--- src/rtl/conv_pkg.sv ---
`default_nettype none
// ============================================================================
// Module      : conv_pkg
// Description : Shared types and helpers for the convolution sequencer.
//               Holds the FSM state encoding, the default address width
//               and small elaboration-time helpers used to size counters.
// Revision    : 1.0 - initial release
// ============================================================================
package conv_pkg;

    // Default address width for all memory address ports.
    localparam int CONV_ADDR_W = 8;

    typedef enum logic [2:0] {
        ST_IDLE  = 3'd0,
        ST_INIT  = 3'd1,
        ST_FETCH = 3'd2,
        ST_DRAIN = 3'd3,
        ST_WRITE = 3'd4,
        ST_DONE  = 3'd5
    } state_e;

    // Output image side length for a "valid" (no padding) convolution.
    function automatic int out_width(input int img_w, input int k);
        return img_w - k + 1;
    endfunction

    // Counter width able to hold 0..n-1; never narrower than one bit.
    function automatic int cnt_width(input int n);
        return (n <= 1) ? 1 : $clog2(n);
    endfunction

endpackage : conv_pkg
`default_nettype wire

--- src/rtl/conv_addr_gen.sv ---
`default_nettype none
// ============================================================================
// Module      : conv_addr_gen
// Description : Nested pixel/tap counters and address decoders for the
//               convolution sequencer.
//   clk, rst        : clock, synchronous active-high reset
//   clear           : zero all four counters
//   tap_step        : advance kc, wrapping into kr (tap loop)
//   pix_step        : advance ocol, wrapping into orow (pixel loop)
//   xb, yb, zb      : latched base addresses (image, filter, output)
//   last_tap        : current tap is (K-1, K-1)
//   last_pix        : current pixel is (OUT_W-1, OUT_W-1)
//   in_addr         : xb + (orow+kr)*IMG_W + (ocol+kc)
//   flt_addr        : yb + kr*K + kc
//   out_addr        : zb + orow*OUT_W + ocol
// Revision    : 1.0 - initial release
// ============================================================================
module conv_addr_gen
    import conv_pkg::*;
#(
    parameter int IMG_W  = 6,
    parameter int K      = 3,
    parameter int ADDR_W = CONV_ADDR_W
) (
    input  logic              clk,
    input  logic              rst,
    input  logic              clear,
    input  logic              tap_step,
    input  logic              pix_step,
    input  logic [ADDR_W-1:0] xb,
    input  logic [ADDR_W-1:0] yb,
    input  logic [ADDR_W-1:0] zb,
    output logic              last_tap,
    output logic              last_pix,
    output logic [ADDR_W-1:0] in_addr,
    output logic [ADDR_W-1:0] flt_addr,
    output logic [ADDR_W-1:0] out_addr
);

    localparam int OUT_W = out_width(IMG_W, K);
    localparam int KW    = cnt_width(K);
    localparam int PW    = cnt_width(OUT_W);

    localparam logic [KW-1:0] K_LAST   = KW'(K - 1);
    localparam logic [PW-1:0] PIX_LAST = PW'(OUT_W - 1);

    logic [KW-1:0] kr_q,   kr_d;
    logic [KW-1:0] kc_q,   kc_d;
    logic [PW-1:0] orow_q, orow_d;
    logic [PW-1:0] ocol_q, ocol_d;

    always_comb begin
        kr_d   = kr_q;
        kc_d   = kc_q;
        orow_d = orow_q;
        ocol_d = ocol_q;
        if (clear) begin
            kr_d   = '0;
            kc_d   = '0;
            orow_d = '0;
            ocol_d = '0;
        end else begin
            // Stepping past the final tap returns both tap counters to 0,
            // so the next pixel always starts at tap (0,0).
            if (tap_step) begin
                if (kc_q == K_LAST) begin
                    kc_d = '0;
                    kr_d = (kr_q == K_LAST) ? '0 : kr_q + KW'(1);
                end else begin
                    kc_d = kc_q + KW'(1);
                end
            end
            if (pix_step) begin
                if (ocol_q == PIX_LAST) begin
                    ocol_d = '0;
                    orow_d = (orow_q == PIX_LAST) ? '0 : orow_q + PW'(1);
                end else begin
                    ocol_d = ocol_q + PW'(1);
                end
            end
        end
    end

    always_ff @(posedge clk) begin
        if (rst) begin
            kr_q   <= '0;
            kc_q   <= '0;
            orow_q <= '0;
            ocol_q <= '0;
        end else begin
            kr_q   <= kr_d;
            kc_q   <= kc_d;
            orow_q <= orow_d;
            ocol_q <= ocol_d;
        end
    end

    assign last_tap = (kr_q == K_LAST) && (kc_q == K_LAST);
    assign last_pix = (orow_q == PIX_LAST) && (ocol_q == PIX_LAST);

    // All arithmetic is carried out at ADDR_W bits so overflow wraps
    // silently modulo 2^ADDR_W.
    logic [ADDR_W-1:0] row_sum;
    assign row_sum  = ADDR_W'(orow_q) + ADDR_W'(kr_q);
    assign in_addr  = xb + row_sum * ADDR_W'(IMG_W) + ADDR_W'(ocol_q) + ADDR_W'(kc_q);
    assign flt_addr = yb + ADDR_W'(kr_q) * ADDR_W'(K) + ADDR_W'(kc_q);
    assign out_addr = zb + ADDR_W'(orow_q) * ADDR_W'(OUT_W) + ADDR_W'(ocol_q);

endmodule : conv_addr_gen
`default_nettype wire

--- src/rtl/conv_ctrl.sv ---
`default_nettype none
// ============================================================================
// Module      : conv_ctrl
// Description : Sequencing controller for the convolution datapath. On a
//               start pulse it latches the three base addresses, then walks
//               every output pixel and every filter tap, driving memory read
//               addresses, MAC strobes and output writes, and pulses done.
//   clk, rst   : clock, synchronous active-high reset
//   start      : begin a run (sampled only in IDLE)
//   x, y, z    : image, filter and output base addresses
//   done       : one-cycle completion pulse
//   busy       : high in every state except IDLE
//   in_addr    : image memory read address
//   flt_addr   : filter memory read address
//   out_addr   : output memory write address
//   mac_clr    : clear accumulator
//   mac_en     : accumulate current read data
//   out_we     : write accumulator to out_addr
// Revision    : 1.0 - initial release
// ============================================================================
module conv_ctrl
    import conv_pkg::*;
#(
    parameter int IMG_W  = 6,
    parameter int K      = 3,
    parameter int ADDR_W = CONV_ADDR_W
) (
    input  logic              clk,
    input  logic              rst,
    input  logic              start,
    input  logic [ADDR_W-1:0] x,
    input  logic [ADDR_W-1:0] y,
    input  logic [ADDR_W-1:0] z,
    output logic              done,
    output logic              busy,
    output logic [ADDR_W-1:0] in_addr,
    output logic [ADDR_W-1:0] flt_addr,
    output logic [ADDR_W-1:0] out_addr,
    output logic              mac_clr,
    output logic              mac_en,
    output logic              out_we
);

    state_e state_q, state_d;

    logic [ADDR_W-1:0] xb_q, xb_d;
    logic [ADDR_W-1:0] yb_q, yb_d;
    logic [ADDR_W-1:0] zb_q, zb_d;
    logic              mac_en_q, mac_en_d;

    logic cnt_clear;
    logic tap_step;
    logic pix_step;
    logic last_tap;
    logic last_pix;

    conv_addr_gen #(
        .IMG_W  (IMG_W),
        .K      (K),
        .ADDR_W (ADDR_W)
    ) u_addr_gen (
        .clk      (clk),
        .rst      (rst),
        .clear    (cnt_clear),
        .tap_step (tap_step),
        .pix_step (pix_step),
        .xb       (xb_q),
        .yb       (yb_q),
        .zb       (zb_q),
        .last_tap (last_tap),
        .last_pix (last_pix),
        .in_addr  (in_addr),
        .flt_addr (flt_addr),
        .out_addr (out_addr)
    );

    // Next-state and strobe decode.
    always_comb begin
        state_d   = state_q;
        busy      = 1'b1;
        done      = 1'b0;
        mac_clr   = 1'b0;
        out_we    = 1'b0;
        cnt_clear = 1'b0;
        tap_step  = 1'b0;
        pix_step  = 1'b0;
        case (state_q)
            ST_IDLE: begin
                busy = 1'b0;
                if (start) begin
                    state_d = ST_INIT;
                end
            end
            ST_INIT: begin
                cnt_clear = 1'b1;
                mac_clr   = 1'b1;
                state_d   = ST_FETCH;
            end
            ST_FETCH: begin
                tap_step = 1'b1;
                if (last_tap) begin
                    state_d = ST_DRAIN;
                end
            end
            ST_DRAIN: begin
                // Covers the read latency of the final tap of the pixel.
                state_d = ST_WRITE;
            end
            ST_WRITE: begin
                // The datapath writes the old accumulator before clearing it,
                // so write and clear share this cycle.
                out_we   = 1'b1;
                mac_clr  = 1'b1;
                pix_step = 1'b1;
                state_d  = last_pix ? ST_DONE : ST_FETCH;
            end
            ST_DONE: begin
                done    = 1'b1;
                state_d = ST_IDLE;
            end
            default: begin
                state_d = ST_IDLE;
            end
        endcase
    end

    // Bases are captured from the ports during INIT; they ignore x/y/z for
    // the remainder of the run.
    always_comb begin
        xb_d = xb_q;
        yb_d = yb_q;
        zb_d = zb_q;
        if (state_q == ST_INIT) begin
            xb_d = x;
            yb_d = y;
            zb_d = z;
        end
    end

    // Memories have one-cycle read latency, so the accumulate strobe trails
    // each FETCH cycle by one clock.
    assign mac_en_d = (state_q == ST_FETCH);
    assign mac_en   = mac_en_q;

    always_ff @(posedge clk) begin
        if (rst) begin
            state_q  <= ST_IDLE;
            xb_q     <= '0;
            yb_q     <= '0;
            zb_q     <= '0;
            mac_en_q <= 1'b0;
        end else begin
            state_q  <= state_d;
            xb_q     <= xb_d;
            yb_q     <= yb_d;
            zb_q     <= zb_d;
            mac_en_q <= mac_en_d;
        end
    end

endmodule : conv_ctrl
`default_nettype wire

--- config.mk ---
export PLATFORM = sky130hd
export DESIGN_NAME = conv_ctrl
export DESIGN_NICKNAME = d
export VERILOG_FILES = /design/src/rtl/conv_pkg.sv /design/src/rtl/conv_addr_gen.sv /design/src/rtl/conv_ctrl.sv
export SDC_FILE = /design/constraint.sdc
export NUM_CORES = 1
export LEC_CHECK = 0
export ABC_AREA = 1
export ABC_CLOCK_PERIOD_IN_PS = 3800
export BUFFER_PORTS_ARGS = -buffer_cell sky130_fd_sc_hd__buf_2
export CORE_MARGIN = 4
export CORE_UTILIZATION = 55
export DETAILED_ROUTE_END_ITERATION = 7
export PLACE_DENSITY = 0.77
export SYNTH_ARGS = -nofsm -noshare
export SYNTH_HDL_FRONTEND = slang
export SYNTH_SLANG_ARGS = --single-unit
--- constraint.sdc ---
create_clock -name clk -period 3.8 [get_ports clk]
set_input_delay 0.38 -clock clk [delete_from_list [all_inputs] [get_ports clk]]
set_output_delay 0.38 -clock clk [all_outputs]
set_load 0.02 [all_outputs]
==> run_results.csv, run 1 <==
group,metric,value,unit
run_status,status,"finished clean",
route,num_vias,2341,
sta,period_needed,3.681,ns
worst_setup_path,critPathKind,"register to output port",
synthesis,yosysWarningCount,0,
cells_and_area,final_cell_mix,"inv_1, nand2_1, buf_2, a21oi_1, dfxtp_1",
route,wl_per_cell,11.57,microns
global_route,overflow,0,
route,ant_nets,0,
cells_and_area,final_area,3152,sq um
synthesis,yosysSeqAreaShare,27.87,%
flow_run,maxCapViolCount,0,
route,wl,5485,microns
synthesis,syn_avg_cell_area,7.204,sq um
cells_and_area,drive_above_1_share,21.56,%
clocking,clock_latency,0.30,ns
worst_setup_path,cp.required,3.42,ns
cells_and_area,layout.nets,491,
floorplan,coreArea,4444,sq um
floorplan,io_pins,56,
synthesis,syn_inst,359,
sta,hold_slack,0.2910,ns
global_route,grt_pass1_wl,8914,microns
worst_setup_path,worstPathArrival,3.30,ns
place,hpwl,3960,microns
cells_and_area,fillers,378,
worst_hold_path,hold_class,"primary input to register",
floorplan,die_y,76.57,microns
synthesis,syn-cell-area,2586,sq um
synthesis,synth_cell_types,23,
global_route,grt_pass1_vias,2120,
clocking,h-tree-depth,2,
worst_setup_path,endpoint_kind,"output port",
sta,rsz0062_at_grt,"yes",
sta,min_period_over_period,96.86,%
clocking,cts_tree,"done",
pwr,power.density,421.5,nW/um^2
floorplan,rows,24,
floorplan,die_w,76.57,microns
route,vias_per_cell,4.939,
place,numPlacedInstances,460,
synthesis,synth-seq-cells,36,
sta,finalHoldViolCount,0,
global_route,grt_start_max_net_pins,52,
pwr,ir_drop,0.2897,mV
cells_and_area,syn2layout_area_growth,21.87,%
global_route,antenna_found_initial,0,
floorplan,start_util,58.19,%
route,route.detailed.drc,0,
sta,worst_pin_slew,0.9123,ns
synthesis,synth_nets,429,
cells_and_area,seqCellArea,730.7,sq um
floorplan,die-area,5863,sq um
sta,finalSetupViolCount,0,
cells_and_area,num_antenna_cells,0,
sta,slew_headroom,39.11,%
clocking,clock_path_buffers,2,
cells_and_area,final_common_cell,"inv_1",
route,drt-pass1-iter-count,5,
worst_setup_path,path_max_fanout,4,
global_route,gr-usage-all-layers,18.52,%
place,placedInstanceArea,2897,sq um
clocking,cts.sinks,36,
clocking,clk_pin_slew,0.08,ns
sta,slew_viol_final,0,
cells_and_area,multi_input_area,1613,sq um
place,io_buffers,55,
pwr,leakage,0.001712,uW
route,drt_iter0_drc,71,
worst_setup_path,critPathLaunchType,"register",
clocking,cts_root_buffer,"clkbuf_8",
cells_and_area,layoutNonFillerInstCount,474,
clocking,cts_made_buffers,5,
sta,fin_skew,0.01126,ns
sta,max_freq,271.7,MHz
place,gp_congestion,0.8058,
cell families after synthesis:
group / Yosys count / share of synthesized area (%)
buffers and inverters: 85 / 12.77
adders and majority gates: 43 / 23.42
xor gates and xnor gates: 11 / 3.725
DFF: 36 / 27.87
and+or+nand+nor: 115 / 18.63
AOI/OAI and AO/OA: 69 / 13.59
cell type report:
cell class              instances  area share (%)
clock buffers                   5           2.183
clock inverters                 3           1.350
inverters                      78           9.289
multi-input cells             238           51.17
flip-flops and latches         36           23.18
well taps                      52           2.064
repair buffers                 62           10.76
critical path, stage by stage, from the launching register on:
cell and delay [ns]:
dfxtp_4 0.38, ha_4 0.13, inv_2 0.03, fa_1 0.48
inv_2 0.10, ha_4 0.14, inv_2 0.04, fa_2 0.37
xor2_1 0.17, ha_1 0.34, ha_4 0.30, nand2_1 0.07
nor2_1 0.09, nand2_1 0.07, nand2_1 0.07, nand2_1 0.05
nand2_1 0.07, buf_6 0.11
final timing paths:
path	from	to	slack (ns)	cells after the start
setup / recovery	u_addr_gen.orow_q[0]	in_addr[7]	0.12	17
hold / removal	rst	state_q[2]	0.29	2
setup reg to reg	state_q[2]	u_addr_gen.orow_q[0]	1.82	6
hold reg to reg	zb_q[2]	zb_q[2]	0.45	2
flip-flops by register name, indices dropped and copies added, names as in the netlist:
register and cells:
state_q 3, yb_q 8, xb_q 8, u_addr_gen.kr_q 2, u_addr_gen.orow_q 2, u_addr_gen.kc_q 2, mac_en 1, u_addr_gen.ocol_q 2
zb_q 8
repair_timing:
action / CTS / global route
buffers inserted: 1 / 5
hold buffers: 0 / 0
setup endpoints to repair: 4 / 4
gates resized for setup: 7 / 19
pin swaps: 1 / 14
synthesized netlist by cell type (all sizes together):
library cell	n	area share, %
clkbuf	2	0.29
nand3b	3	0.87
o21ai	30	5.8
ha	34	16
inv	78	11
nor2	21	3.0
nand3	15	3.3
xnor2	4	1.4
a21o	1	0.29
fa	9	7.0
xor2	7	2.4
nor3	2	0.39
a21oi	36	7.0
a31oi	1	0.24
nand4	3	0.73
dfxtp	36	28
o21bai	1	0.29
nand2	71	10
buf	5	1.2
routing by layer:
| metal | global-route usage, % | up-vias | part of all wire (%) |
|---|---|---|---|
| met5 | 0 | - | 0 |
| met3 | 4.728 | 8 | 4.5 |
| li1 | - | 1244 | - |
| met2 | 32.78 | 58 | 49 |
| met4 | 5.616 | 0 | 1.1 |
| met1 | 21.87 | 1031 | 45 |
where the power goes:
group | internal, uW | switching, uW
clock | 194 | 147
sequential | 438 | 51.8
combinational | 185 | 313
through the flow:
step	util, %	setup WS (ns)	TNS, ns	total power, uW
final	70.92	0.1192	0	1329
after global routing	70.92	-0.02107	-0.02229	1428
after CTS	68.67	0.01776	0	1326
after detailed placement	65.17	0.1477	0	974.7
after global placement	65.17	0.2584	0	964.2
after floorplan	-	0.3372	0	847.2
(Power assumes the default switching activity.)
==> run 2: changes to the inputs <==
Settings changed: ABC_AREA 1 to default, CORE_UTILIZATION 55 to 54, PLACE_DENSITY 0.77 to 0.76.
==> run_results.csv, run 2 <==
group,metric,value,unit
worst_setup_path,r2r_setup_slack,1.77,ns
sta,finalHoldViolCount,0,
floorplan,rows,24,
sta,finalSetupViolCount,2,
cells_and_area,syn2layout_area_growth,23.04,%
worst_setup_path,endpoint,"in_addr[6]",
route,drt_iter0_drc,44,
synthesis,syn-cell-area,2476,sq um
synthesis,yosysTopAreaCellShare,29.11,%
worst_setup_path,r2r_start,"state_q[1]",
cells_and_area,layout.nets,433,
synthesis,syn_inst,303,
route,drt-pass1-iter-count,4,
pwr,ir_drop,0.2825,mV
synthesis,synth.area.top_cells,"dfxtp_1, ha_1, nand2_1, a21oi_1, fa_1",
worst_setup_path,path_cells,"ha_4 -> inv_2 -> fa_1 -> inv_2 -> ha_4 -> inv_2 -> fa_2 -> inv_2 -> ha_4 -> ha_4 -> o21a_1 -> o31a_1 -> or4_1 -> nand3_2 -> buf_6",
worst_hold_path,hold_class,"primary input to register",
place,hpwl,3856,microns
synthesis,synth_nets,373,
pwr,leakage,0.001518,uW
sta,fin_skew,0.004892,ns
sta,rsz0062_at_grt,"yes",
global_route,gr-usage-all-layers,21.45,%
global_route,antenna_found_initial,0,
worst_setup_path,crit_path_top_delay_cell,"fa_2",
sta,min_period_over_period,101.8,%
floorplan,die_w,75.72,microns
global_route,grt_start_max_net_pins,30,
clocking,cts_tree,"done",
sta,max_freq,258.5,MHz
synthesis,synth-seq-cells,36,
worst_setup_path,worstPathArrival,3.49,ns
cells_and_area,final_common_cell,"nand2_1",
cells_and_area,drive_above_1_share,24.73,%
sta,slew_viol_final,0,
run_status,failed_checks,"negative setup slack",
place,gp_congestion,0.8128,
synthesis,synth_cell_types,37,
worst_setup_path,reg2regPathDepth,4,
clocking,hold_buffers,0,
floorplan,die-area,5733,sq um
synthesis,synth_area_leader_cell,"dfxtp_1",
clocking,clock_latency,0.29,ns
global_route,grt_pass1_wl,9439,microns
route,wl,5573,microns
floorplan,coreArea,4384,sq um
clocking,clk_pin_slew,0.07,ns
place,dp_slack,0.02991,ns
synthesis,yosysWarningCount,0,
worst_setup_path,critPathKind,"register to output port",
global_route,overflow,0,
cells_and_area,final_cell_mix,"nand2_1, buf_2, a21oi_1, dfxtp_1, ha_1",
sta,hold_slack,0.3225,ns
flow_run,maxCapViolCount,0,
clocking,cts.sinks,36,
place,io_buffers,55,
synthesis,ys_async_sr_fraction,0,%
synthesis,syn_avg_cell_area,8.172,sq um
floorplan,io_pins,56,
worst_setup_path,endpoint_kind,"output port",
cells_and_area,largest_registers,"xb_q: 8 flops, yb_q: 8 flops, zb_q: 8 flops",
cells_and_area,fillers,343,
clocking,clock_path_buffers,2,
worst_setup_path,crit_family,"adder cells",
sta,period_needed,3.869,ns
sta,worst_pin_slew,0.9496,ns
pwr,power,916.0,uW
synthesis,yosysSeqAreaShare,29.11,%
route,ant_nets,0,
worst_setup_path,r2r-end,"u_addr_gen.orow_q[0]",
worst_setup_path,crit_cells,15,
route,vias_per_cell,5.288,
sta,slew_headroom,36.54,%
clocking,cts_root_buffer,"clkbuf_8",
worst_setup_path,crit_start,"u_addr_gen.orow_q[0]",
sta,setup_ws,-0.06922,ns
worst_setup_path,critPathLaunchType,"register",
worst_setup_path,path_max_fanout,2,
clocking,cts_made_buffers,5,
worst_setup_path,path_buf_inv,5,
synthesis,synth_edf_count,0,
pwr,power.density,300.6,nW/um^2
route,route.detailed.drc,0,
run_status,status,"complete, but fails checks",
synthesis,synth_flop_cell,"dfxtp_1",
worst_setup_path,cp.required,3.42,ns
floorplan,die_y,75.72,microns
floorplan,start_util,56.48,%
cells_and_area,post-route-util,69.49,%
worst_setup_path,cp_slowest_stage_delay,0.52,ns
synthesis,synth.most_common_cell,"nand2_1",
route,num_vias,2200,
route,wl_per_cell,13.40,microns
sta,fin_tns_setup,-0.09076,ns
synthesis,synth_common_cells,"nand2_1, a21oi_1, dfxtp_1",
global_route,grt_pass1_vias,2148,
cells_and_area,num_antenna_cells,0,
clocking,h-tree-depth,2,
-- run 2: cell count changes in the layout (fill, tap and decap cells not counted), sizes merged, moves of 4 or more --
cell,previous run,this run
nor2,21,17
nand2,71,60
a21oi,36,41
xnor2,4,9
o21ai,30,6
nand3,15,4
inv,78,30
-- run 2: worst reg2reg max path, cell delays in order, from the launching register on --
cell and delay [ns]:
dfxtp_1 0.52, nor2_1 0.09, nand2_1 0.71, nand2b_1 0.40, a21oi_1 0.22
-- run 2: worst min path at each step --
stage                     startpoint  endpoint  slack (ns)  depth (start not counted)
after floorplan              xb_q[1]   xb_q[1]        0.44                          2
after CTS                       x[6]   xb_q[6]        0.31                          3
after global routing            x[3]   xb_q[3]        0.32                          3
final                           z[2]   zb_q[2]        0.32                          3
after detailed placement     xb_q[1]   xb_q[1]        0.45                          2
after global placement       xb_q[1]   xb_q[1]        0.44                          2
-- run 2: cell families (layout without fill, tap and decap cells) --
| group | Yosys count | after routing | share of synthesized area (%) |
|---|---|---|---|
| xor+xnor | 17 | 17 | 6.013 |
| mux | 3 | 3 | 1.213 |
| buf+inv | 42 | 103 | 6.872 |
| compound gates | 60 | 60 | 13.49 |
| flops | 36 | 36 | 29.11 |
| simple gates | 102 | 102 | 18.85 |
| fa+ha+maj | 43 | 43 | 24.46 |
-- run 2: cell type report --
| class | count | area, sq um | share of cell area [%] |
|---|---|---|---|
| clock buffers | 6 | 72.57 | 2.382 |
| clock inverters | 2 | 35.03 | 1.150 |
| inverters | 30 | 112.6 | 3.696 |
| multi-input cells | 225 | 1668 | 54.74 |
| flip-flops and latches | 36 | 723.2 | 23.74 |
| well taps | 52 | 65.06 | 2.136 |
| repair buffers | 65 | 370.4 | 12.16 |
-- run 2: timing repair --
| action | CTS | global route |
|---|---|---|
| setup buffers | 4 | 1 |
| gates resized for setup | 16 | 10 |
| pin swaps | 8 | 4 |
| endpoints found under the setup margin | 3 | 5 |
-- run 2: through the flow --
step	instance area, sq um	instances
floorplan	2476	303
global placement	2796	403
detailed placement	2796	403
CTS	3004	415
global route	3047	416
finish	3047	416
-- run 2: where the power goes --
group / internal [uW] / switching (uW) / total, uW
Clock: 195 / 137 / 332
Combinational: 68.2 / 99.4 / 168
Sequential: 396 / 20.1 / 416
Total: 659 / 257 / 916
-- run 2: routing by layer --
layer	part of all wire, %	GRT usage (%)	wire (microns)
met1	44	26.59	2471
met2	51	37.78	2819
met3	3.7	4.090	208
met4	1.3	6.214	73
met5	0	0	0
==> run 3: changes to the inputs <==
Settings changed: SKIP_LAST_GASP from default to 1.
==> run_results.csv, run 3 (synthesis results as in run 2) <==
group,metric,value,unit
worst_setup_path,r2r_setup_slack,1.77,ns
pwr,leakage,0.001518,uW
route,drt_iter0_drc,43,
cells_and_area,final_cell_mix,"nand2_1, buf_2, a21oi_1, dfxtp_1, ha_1",
sta,fin_skew,0.004892,ns
global_route,gr-usage-all-layers,21.45,%
cells_and_area,layout.nets,433,
place,io_buffers,55,
place,dp_slack,0.02991,ns
sta,rsz0062_at_grt,"yes",
cells_and_area,final_common_cell,"nand2_1",
clocking,cts_tree,"done",
worst_setup_path,crit_path_top_delay_cell,"fa_2",
worst_setup_path,r2r-end,"u_addr_gen.orow_q[0]",
worst_setup_path,cp.required,3.42,ns
cells_and_area,final_area,3040,sq um
floorplan,coreArea,4384,sq um
global_route,overflow,0,
global_route,antenna_found_initial,0,
route,drt-pass1-iter-count,4,
place,gp_congestion,0.8128,
sta,period_needed,3.867,ns
worst_setup_path,worstPathArrival,3.49,ns
sta,finalHoldViolCount,0,
cells_and_area,largest_registers,"xb_q: 8 flops, yb_q: 8 flops, zb_q: 8 flops",
worst_hold_path,hold_class,"primary input to register",
worst_setup_path,reg2regPathDepth,4,
sta,fin_tns_setup,-0.07463,ns
clocking,clk_pin_slew,0.07,ns
worst_setup_path,endpoint_kind,"output port",
worst_setup_path,path_cells,"ha_4 -> inv_2 -> fa_1 -> inv_2 -> ha_4 -> inv_2 -> fa_2 -> inv_2 -> ha_4 -> ha_4 -> o21a_1 -> o31a_1 -> or4_1 -> nand3_2 -> buf_6",
route,vias_per_cell,5.267,
worst_setup_path,crit_cells,15,
worst_setup_path,path_buf_inv,5,
worst_hold_path,whs_path_depth,3,
clocking,cts_made_buffers,5,
sta,slew_headroom,36.54,%
cells_and_area,seqCellArea,723.2,sq um
route,route.detailed.drc,0,
pwr,power.density,301.2,nW/um^2
cells_and_area,num_antenna_cells,0,
route,wl,5561,microns
worst_setup_path,r2r_start,"state_q[1]",
cells_and_area,multi_input_area,1662,sq um
floorplan,die_y,75.72,microns
worst_setup_path,critPathKind,"register to output port",
route,ant_nets,0,
sta,finalSetupViolCount,2,
flow_run,maxCapViolCount,0,
worst_hold_path,hold-path-endpoint,"zb_q[2]",
cells_and_area,fillers,345,
sta,slew_viol_final,0,
clocking,h-tree-depth,2,
cells_and_area,drive_above_1_share,24.45,%
run_status,status,"complete, but fails checks",
global_route,grt_pass1_vias,2148,
global_route,grt_start_max_net_pins,30,
route,wl_per_cell,13.37,microns
floorplan,die-area,5733,sq um
floorplan,rows,24,
floorplan,io_pins,56,
floorplan,die_w,75.72,microns
place,hpwl,3856,microns
global_route,grt_pass1_wl,9439,microns
worst_setup_path,cp_slowest_stage_delay,0.52,ns
clocking,clock_path_buffers,2,
clocking,cts_root_buffer,"clkbuf_8",
floorplan,start_util,56.48,%
worst_setup_path,crit_family,"adder cells",
worst_hold_path,hold_start,"z[2]",
place,placedInstanceArea,2796,sq um
clocking,cts.sinks,36,
worst_setup_path,critPathLaunchType,"register",
cells_and_area,syn2layout_area_growth,22.79,%
sta,max_freq,258.6,MHz
sta,worst_pin_slew,0.9497,ns
clocking,clock_latency,0.29,ns
run_status,failed_checks,"negative setup slack",
sta,min_period_over_period,101.8,%
sta,setup_ws,-0.06685,ns
route,num_vias,2191,
pwr,ir_drop,0.2825,mV
worst_setup_path,path_max_fanout,2,
## run 3: changes by cell type in the layout (fill, tap and decap cells not counted)
| cell | change |
|---|---|
| a31oi_1 | +1 |
| a31oi_2 | -1 |
## run 3: worst reg2reg max path: stages, from the launching register on
cell and delay (ns):
dfxtp_1 0.52, nor2_1 0.09, nand2_1 0.71, nand2b_1 0.40, a21oi_1 0.22
## run 3: power by group
part	internal [uW]	total [uW]	switching, uW
registers	396	416	20.1
logic	68.2	167	99.2
clock network	195	332	137
total	659	916	257
## run 3: what timing repair did
| item | in CTS | in global routing |
|---|---|---|
| resized for setup | 16 | 9 |
| setup endpoints to repair | 3 | 5 |
| hold buffers | 0 | 0 |
| pin swaps | 8 | 4 |
| buffers inserted | 4 | 1 |
## run 3: how the worst max path moves through the flow
stage | from | to | slack [ns]
global placement | u_addr_gen.orow_q[0] | in_addr[6] | 0.14
global route | u_addr_gen.orow_q[0] | in_addr[6] | -0.19
finish | u_addr_gen.orow_q[0] | in_addr[6] | -0.07
detailed placement | u_addr_gen.orow_q[0] | in_addr[6] | 0.03
CTS | u_addr_gen.orow_q[0] | in_addr[6] | -0.13
floorplan | u_addr_gen.kr_q[0] | in_addr[6] | 0.02
## run 3: final cells by class
cell class	instances	area share, %
inverter	30	3.704
clock inverter	2	1.152
sequential	36	23.79
timing repair buffer	65	12.18
tap	52	2.140
multi-input combinational	225	54.65
clock buffer	6	2.387
## run 3: per-layer routing
metal / GRT usage (%) / wire [microns] / vias up
met5: 0 / 0 / -
met4: 6.214 / 73 / 0
met3: 4.090 / 209 / 6
met2: 37.78 / 2817 / 49
met1: 26.59 / 2461 / 1016
li1: - / - / 1120
## run 3: per-stage QoR
| step | power [uW] | hold WS, ns | cells | util (%) |
|---|---|---|---|---|
| after CTS | 920.8 | 0.3143 | 415 | 68.52 |
| after global placement | 579.3 | 0.4431 | 403 | 63.78 |
| after global routing | 968.8 | 0.3174 | 416 | 69.35 |
| after floorplan | 536.2 | 0.4363 | 303 | - |
| after detailed placement | 582.1 | 0.4484 | 403 | 63.78 |
| final | 915.8 | 0.3225 | 416 | 69.35 |
